`src/rtl/ahb_pkg.sv`:
```
// ahb_pkg: shared AHB transfer-type and transfer-size encodings.
package ahb_pkg;
  typedef enum logic [1:0] {
    HTRANS_IDLE   = 2'b00,
    HTRANS_BUSY   = 2'b01,
    HTRANS_NONSEQ = 2'b10,
    HTRANS_SEQ    = 2'b11
  } htrans_t;
  typedef enum logic [2:0] {
    HSIZE_BYTE = 3'b000,
    HSIZE_HALF = 3'b001,
    HSIZE_WORD = 3'b010
  } hsize_t;
endpackage

```
`src/rtl/ahb_subordinate_bridge_if.sv`:
```
// ahb_subordinate_bridge_if: AHB subordinate port and generic memory-style bus.
interface ahb_if;
  logic        HSEL;
  logic [31:0] HADDR;
  logic [1:0]  HTRANS;
  logic        HWRITE;
  logic [2:0]  HSIZE;
  logic [2:0]  HBURST;
  logic        HMASTLOCK;
  logic [31:0] HWDATA;
  logic [3:0]  HWSTRB;
  logic        HREADY;
  logic        HREADYOUT;
  logic        HRESP;
  logic [31:0] HRDATA;
  modport subordinate (
    input  HSEL, HADDR, HTRANS, HWRITE, HSIZE, HBURST, HMASTLOCK, HWDATA, HWSTRB, HREADY,
    output HREADYOUT, HRESP, HRDATA
  );
  modport manager (
    output HSEL, HADDR, HTRANS, HWRITE, HSIZE, HBURST, HMASTLOCK, HWDATA, HWSTRB, HREADY,
    input  HREADYOUT, HRESP, HRDATA
  );
endinterface

interface generic_bus_if;
  logic [31:0] addr;
  logic [31:0] wdata;
  logic        ren;
  logic        wen;
  logic [3:0]  byte_en;
  logic [31:0] rdata;
  logic        busy;
  logic        error;
  modport cpu (
    output addr, wdata, ren, wen, byte_en,
    input  rdata, busy, error
  );
  modport generic_bus (
    input  addr, wdata, ren, wen, byte_en,
    output rdata, busy, error
  );
endinterface

```
`src/rtl/ahb_byte_lane_decode.sv`:
```
// ahb_byte_lane_decode: byte-lane mask for a read from transfer size and low address bits.
module ahb_byte_lane_decode
  import ahb_pkg::*;
(
  input  logic [2:0] size,
  input  logic [1:0] addr,
  output logic [3:0] byte_en
);
  assign byte_en = size == HSIZE_BYTE ? 4'b0001 << addr :
                   size == HSIZE_HALF ? (addr[1] ? 4'b1100 : 4'b0011) : 4'b1111;
endmodule

```
`src/rtl/ahb_subordinate_bridge.sv`:
```
// ahb_subordinate_bridge: AHB subordinate translating transfers onto a generic bus,
// with wait-state stretching and a two-cycle ERROR response.
module ahb_subordinate_bridge
  import ahb_pkg::*;
#(
  parameter bit ERR_ON_MISALIGN = 1'b1
) (
  input logic          CLK,
  input logic          nRST,
  ahb_if.subordinate   ahb_s,
  generic_bus_if.cpu   gen_bus_if
);
  typedef enum logic [1:0] {IDLE, ACCESS, ERR1, ERR2} state_t;
  state_t      state_q, state_d;
  logic [31:0] addr_q, addr_in;
  logic        write_q;
  logic [2:0]  size_q;
  logic        valid, size_err, align_err, bad, hready_out, take;
  logic [3:0]  rd_be;
  assign valid = ahb_s.HSEL && ahb_s.HREADY &&
                 (ahb_s.HTRANS == HTRANS_NONSEQ || ahb_s.HTRANS == HTRANS_SEQ);
  assign size_err  = ahb_s.HSIZE > HSIZE_WORD;
  assign align_err = (ahb_s.HSIZE == HSIZE_WORD && ahb_s.HADDR[1:0] != 2'b00) ||
                     (ahb_s.HSIZE == HSIZE_HALF && ahb_s.HADDR[0]);
  assign bad = size_err || (ERR_ON_MISALIGN && align_err);
  // Without misalignment errors, drop the address bits below the transfer size.
  assign addr_in = ERR_ON_MISALIGN ? ahb_s.HADDR :
                   {ahb_s.HADDR[31:2],
                    ahb_s.HADDR[1] && ahb_s.HSIZE != HSIZE_WORD,
                    ahb_s.HADDR[0] && ahb_s.HSIZE == HSIZE_BYTE};
  assign hready_out = state_q == IDLE || state_q == ERR2 ||
                      (state_q == ACCESS && !gen_bus_if.busy && !gen_bus_if.error);
  assign take = valid && hready_out;
  always_comb begin
    state_d = IDLE;
    state_d = take ? (bad ? ERR1 : ACCESS) :
              state_q == ERR1 ? ERR2 :
              state_q == ACCESS && gen_bus_if.busy ? ACCESS :
              state_q == ACCESS && gen_bus_if.error ? ERR1 : IDLE;
  end
  always_ff @(posedge CLK) begin
    if (!nRST) begin
      state_q <= IDLE;
      addr_q  <= '0;
      write_q <= 1'b0;
      size_q  <= '0;
    end else begin
      state_q <= state_d;
      if (take) begin
        addr_q  <= addr_in;
        write_q <= ahb_s.HWRITE;
        size_q  <= ahb_s.HSIZE;
      end
    end
  end
  ahb_byte_lane_decode u_decode (
    .size    (size_q),
    .addr    (addr_q[1:0]),
    .byte_en (rd_be)
  );
  assign ahb_s.HREADYOUT    = hready_out;
  assign ahb_s.HRESP        = state_q == ERR1 || state_q == ERR2;
  assign ahb_s.HRDATA       = gen_bus_if.rdata;
  assign gen_bus_if.addr    = {addr_q[31:2], 2'b00};
  assign gen_bus_if.wdata   = ahb_s.HWDATA;
  assign gen_bus_if.ren     = state_q == ACCESS && !write_q;
  assign gen_bus_if.wen     = state_q == ACCESS && write_q;
  assign gen_bus_if.byte_en = write_q ? ahb_s.HWSTRB : rd_be;
endmodule

```
`src/flat_wrapper.sv`:
```
// flat-port wrapper written by rule: the top's interface ports become plain ports
module ahb_subordinate_bridge_flat import ahb_pkg::*;
#(
  parameter bit ERR_ON_MISALIGN = 1'b1
)
  (CLK, nRST, ahb_s_HSEL, ahb_s_HADDR, ahb_s_HTRANS, ahb_s_HWRITE, ahb_s_HSIZE, ahb_s_HBURST, ahb_s_HMASTLOCK, ahb_s_HWDATA, ahb_s_HWSTRB, ahb_s_HREADY, ahb_s_HREADYOUT, ahb_s_HRESP, ahb_s_HRDATA, gen_bus_if_addr, gen_bus_if_wdata, gen_bus_if_ren, gen_bus_if_wen, gen_bus_if_byte_en, gen_bus_if_rdata, gen_bus_if_busy, gen_bus_if_error);
  ahb_if ahb_s_i ();
  generic_bus_if gen_bus_if_i ();
  input logic CLK;
  input logic nRST;
  input wire logic [$bits(ahb_s_i.HSEL)-1:0] ahb_s_HSEL;
  input wire logic [$bits(ahb_s_i.HADDR)-1:0] ahb_s_HADDR;
  input wire logic [$bits(ahb_s_i.HTRANS)-1:0] ahb_s_HTRANS;
  input wire logic [$bits(ahb_s_i.HWRITE)-1:0] ahb_s_HWRITE;
  input wire logic [$bits(ahb_s_i.HSIZE)-1:0] ahb_s_HSIZE;
  input wire logic [$bits(ahb_s_i.HBURST)-1:0] ahb_s_HBURST;
  input wire logic [$bits(ahb_s_i.HMASTLOCK)-1:0] ahb_s_HMASTLOCK;
  input wire logic [$bits(ahb_s_i.HWDATA)-1:0] ahb_s_HWDATA;
  input wire logic [$bits(ahb_s_i.HWSTRB)-1:0] ahb_s_HWSTRB;
  input wire logic [$bits(ahb_s_i.HREADY)-1:0] ahb_s_HREADY;
  output wire logic [$bits(ahb_s_i.HREADYOUT)-1:0] ahb_s_HREADYOUT;
  output wire logic [$bits(ahb_s_i.HRESP)-1:0] ahb_s_HRESP;
  output wire logic [$bits(ahb_s_i.HRDATA)-1:0] ahb_s_HRDATA;
  output wire logic [$bits(gen_bus_if_i.addr)-1:0] gen_bus_if_addr;
  output wire logic [$bits(gen_bus_if_i.wdata)-1:0] gen_bus_if_wdata;
  output wire logic [$bits(gen_bus_if_i.ren)-1:0] gen_bus_if_ren;
  output wire logic [$bits(gen_bus_if_i.wen)-1:0] gen_bus_if_wen;
  output wire logic [$bits(gen_bus_if_i.byte_en)-1:0] gen_bus_if_byte_en;
  input wire logic [$bits(gen_bus_if_i.rdata)-1:0] gen_bus_if_rdata;
  input wire logic [$bits(gen_bus_if_i.busy)-1:0] gen_bus_if_busy;
  input wire logic [$bits(gen_bus_if_i.error)-1:0] gen_bus_if_error;
  assign ahb_s_i.HSEL = ahb_s_HSEL;
  assign ahb_s_i.HADDR = ahb_s_HADDR;
  assign ahb_s_i.HTRANS = ahb_s_HTRANS;
  assign ahb_s_i.HWRITE = ahb_s_HWRITE;
  assign ahb_s_i.HSIZE = ahb_s_HSIZE;
  assign ahb_s_i.HBURST = ahb_s_HBURST;
  assign ahb_s_i.HMASTLOCK = ahb_s_HMASTLOCK;
  assign ahb_s_i.HWDATA = ahb_s_HWDATA;
  assign ahb_s_i.HWSTRB = ahb_s_HWSTRB;
  assign ahb_s_i.HREADY = ahb_s_HREADY;
  assign ahb_s_HREADYOUT = ahb_s_i.HREADYOUT;
  assign ahb_s_HRESP = ahb_s_i.HRESP;
  assign ahb_s_HRDATA = ahb_s_i.HRDATA;
  assign gen_bus_if_addr = gen_bus_if_i.addr;
  assign gen_bus_if_wdata = gen_bus_if_i.wdata;
  assign gen_bus_if_ren = gen_bus_if_i.ren;
  assign gen_bus_if_wen = gen_bus_if_i.wen;
  assign gen_bus_if_byte_en = gen_bus_if_i.byte_en;
  assign gen_bus_if_i.rdata = gen_bus_if_rdata;
  assign gen_bus_if_i.busy = gen_bus_if_busy;
  assign gen_bus_if_i.error = gen_bus_if_error;
  ahb_subordinate_bridge #(.ERR_ON_MISALIGN(ERR_ON_MISALIGN)) u_core (.CLK(CLK), .nRST(nRST), .ahb_s(ahb_s_i), .gen_bus_if(gen_bus_if_i));
endmodule
```
`config.mk`:
```
export PLATFORM = sky130hd
export DESIGN_NAME = ahb_subordinate_bridge_flat
export DESIGN_NICKNAME = d
export VERILOG_FILES = /design/src/rtl/ahb_pkg.sv /design/src/rtl/ahb_subordinate_bridge_if.sv /design/src/rtl/ahb_byte_lane_decode.sv /design/src/rtl/ahb_subordinate_bridge.sv /design/src/flat_wrapper.sv
export SDC_FILE = /design/constraint.sdc
export NUM_CORES = 1
export LEC_CHECK = 0
export ABC_AREA = 0
export ABC_CLOCK_PERIOD_IN_PS = 2000
export CAP_MARGIN = 10
export CORE_MARGIN = 1
export CORE_UTILIZATION = 31
export CTS_CLUSTER_DIAMETER = 100
export DETAILED_ROUTE_END_ITERATION = 10
export PLACE_DENSITY = 0.81
export SLEW_MARGIN = 10
export SYNTH_ARGS = -nofsm -noshare
export SYNTH_HDL_FRONTEND = slang
export SYNTH_HIERARCHICAL = 1
export SYNTH_SLANG_ARGS = --single-unit
export TNS_END_PERCENT = 30
```
`constraint.sdc`:
```
create_clock -name CLK -period 2 [get_ports CLK]
set_input_delay 0.2 -clock CLK [delete_from_list [all_inputs] [get_ports CLK]]
set_output_delay 0.2 -clock CLK [all_outputs]
set_load 0.02 [all_outputs]
```
==> results of run 1 <==
==> cell type report <==
class / count / share of cell area (%)
inverters: 3 / 0.410
multi-input cells: 141 / 30.5
well taps: 99 / 4.51
repair buffers: 92 / 33.5
flip-flops and latches: 38 / 27.7
clock buffers: 6 / 3.01
clock inverters: 2 / 0.455
==> where the power goes <==
group	total [mW]	switching (mW)	internal [mW]
combinational	0.358	0.156	0.202
clock	0.553	0.276	0.277
sequential	0.804	0.0181	0.785
==> what timing repair did <==
action,in CTS,in global routing
pin swaps,0,0
endpoints found under the hold margin,0,0
cloned,0,0
setup endpoints to repair,1,5
resized for setup,1,4
==> worst max-delay path, cell delays in order (launching register included) <==
cell and delay (ns):
dfxtp_1 0.37, nor2b_4 0.17, o21ai_1 0.07, mux2_2 0.26, clkdlybuf4s50_1 0.54
==> final timing paths <==
| path | startpoint | end | slack [ns] |
|---|---|---|---|
| hold reg to reg | u_core/addr_q[7]$_SDFFE_PN0P_ | u_core/addr_q[7]$_SDFFE_PN0P_ | 0.45 |
| setup / recovery | u_core/addr_q[0]$_SDFFE_PN0P_ | gen_bus_if_byte_en[0] | 0.11 |
| setup reg to reg | u_core/state_q[1]$_SDFF_PN0_ | u_core/state_q[1]$_SDFF_PN0_ | 0.29 |
| hold / removal | gen_bus_if_rdata[24] | ahb_s_HRDATA[24] | 0.40 |
==> sequential cells by signal, summed over array words and instances, names as in the netlist <==
| register | count |
|---|---|
| u_core/addr_q | 32 |
| u_core/size_q | 3 |
| u_core/state_q | 2 |
| u_core/write_q | 1 |
==> cells in the final DEF (no fill, tap or decap), types with 2 or more instances in the layout <==
cell,instances
clkdlybuf4s50_1,80
nand2_1,73
dfxtp_1,38
a21boi_1,28
a21boi_0,7
buf_4,7
clkbuf_8,6
mux2_2,4
dlymetal6s2s_1,3
ha_1,3
o21ai_2,3
inv_1,2
or2_2,2
a21boi_2,2
a21oi_1,2
o21ai_0,2
conb_1,2
==> logic make-up after synthesis <==
group           Yosys count
buf+inv                 112
simple gates             85
fa+ha+maj                 3
compound gates           47
flops                    38
mux                       4
other cells               1
==> routing by layer <==
metal  share of wire, %  vias to the layer above  global-route usage, %
li1                   -                      798                      -
met1                 40                      720                   12.6
met2                 49                       76                   21.8
met3                8.2                       22                   3.55
met4                2.9                        0                   7.12
met5                  0                        -                      0
==> per-stage QoR <==
step | std cells | hold slack, ns
2_1_floorplan | 291 | 0.335
3_3_place_gp | 373 | 0.400
3_5_place_dp | 373 | 0.400
4_1_cts | 381 | 0.400
5_1_grt | 381 | 0.400
6_report | 381 | 0.400
==> results.json, run 1 <==
{
  "postLayoutSetupSlackWorst_ns": 0.114,
  "cts_tree": "built",
  "die_y_um": 89.9,
  "grt_max_degree": 39,
  "synth-edff-count": 0,
  "grt_pass1_wl_um": 7850,
  "final_area_um2": 2750,
  "drt-total-wl_um": 4850,
  "synth_compound_area_share_pct": 15.1,
  "antennaDiodeCount": 0,
  "synth_area_um2": 2400,
  "yosys.area_share.simple_pct": 15.4,
  "multi_input_area_um2": 837,
  "viasPerCell": 4.24,
  "leakage_nw": 1.03,
  "fin_util_pct": 37.3,
  "synth_mux_area_share_pct": 1.88,
  "initial_utilization_pct": 32.5,
  "status": "finished clean",
  "ant_nets": 0,
  "antenna_found_initial": 0,
  "total_power_mw": 1.71,
  "required_ns": 1.80,
  "p_per_area_nw_per_um2": 624,
  "die-area_um2": 8090,
  "port_buffers": 84,
  "clk_pin_slew_ns": 0.07,
  "end_kind": "output port",
  "maxSlewViolCount": 0,
  "synth_top_family_by_area": "buffers and inverters",
  "track_usage_pct": 12.2,
  "io_pins": 220,
  "cts_sinks": 38,
  "synthXorXnorAreaFrac_pct": 0,
  "drive_gt1_share_pct": 11.7,
  "syn_to_final_growth_pct": 14.6,
  "finalHoldViolations": 0,
  "synthCells": 290,
  "dr.pass1.iters": 4,
  "synth-adder-area-share_pct": 1.57,
  "wl_per_cell_um": 12.7,
  "fin_crit_sh_pct": 94.3,
  "cts_setup_buffers": 0,
  "path_max_fanout": 3,
  "fill_cells": 779,
  "clock_latency_ns": 0.28,
  "ys_seq_area_share_pct": 31.7,
  "vias": 1616,
  "yosys.area.top_type": "dfxtp_1",
  "synthMostInstantiatedCell": "buf_4",
  "clockBufferDepth": 2,
  "preCtsSetupSlack_ns": 0.134,
  "hold_path.class": "in2out",
  "ys_seq_elements": 38,
  "period_needed_ns": 1.89,
  "fin_skew_ns": 0.00301,
  "reg2reg_depth": 8,
  "h-tree-depth": 2,
  "setup.worst_path.start_class": "flip-flop",
  "rows": 31,
  "placed_area_um2": 2640,
  "holdBufCountCts": 0,
  "drv_cap": 0,
  "criticalPathCategory": "reg2out",
  "arrival_ns": 1.69,
  "cts_inserted_buffers": 5,
  "setup_viol": 0,
  "setup_tns_ns": 0,
  "core-area_um2": 7370,
  "hold_path_depth": 0,
  "grt_overflow": 0,
  "seq_area_um2": 761,
  "async_reset_ff_share_pct": 0,
  "drt-initial-drc-count": 32,
  "die_w_um": 89.9,
  "synthTopCellsByArea": "dfxtp_1 (32%), buf_4 (30%), nand2_1 (11%), a21boi_1 (8.8%), a21boi_0 (2.2%)",
  "fmax_mhz": 530,
  "grt_pass1_vias": 1686,
  "rsz0062_at_grt": "no",
  "netlist.area_leader.share_pct": 31.7,
  "gp_congestion": 0.617,
  "peakVddDrop_v": 0.000358,
  "ctsRootBufferMaster": "clkbuf_8",
  "yosysUniqueCellTypes": 30,
  "synth_flop_cell": "dfxtp_1",
  "dp_hpwl_um": 3580,
  "synth_common_cells": "buf_4 (97), nand2_1 (73), dfxtp_1 (38), a21boi_1 (28), a21boi_0 (7)",
  "drc": 0,
  "avgSynthCellArea_um2": 8.27,
  "ys_warn_count": 6,
  "nets": 400
}
Power figures use the tool's default switching activity.
==> inputs of run 2 (changes only) <==
HOLD_SLACK_MARGIN = 0.08   (was unset)
==> results of run 2 <==
Same layout as run 1: the final DEF is identical, and so are final timing and power.
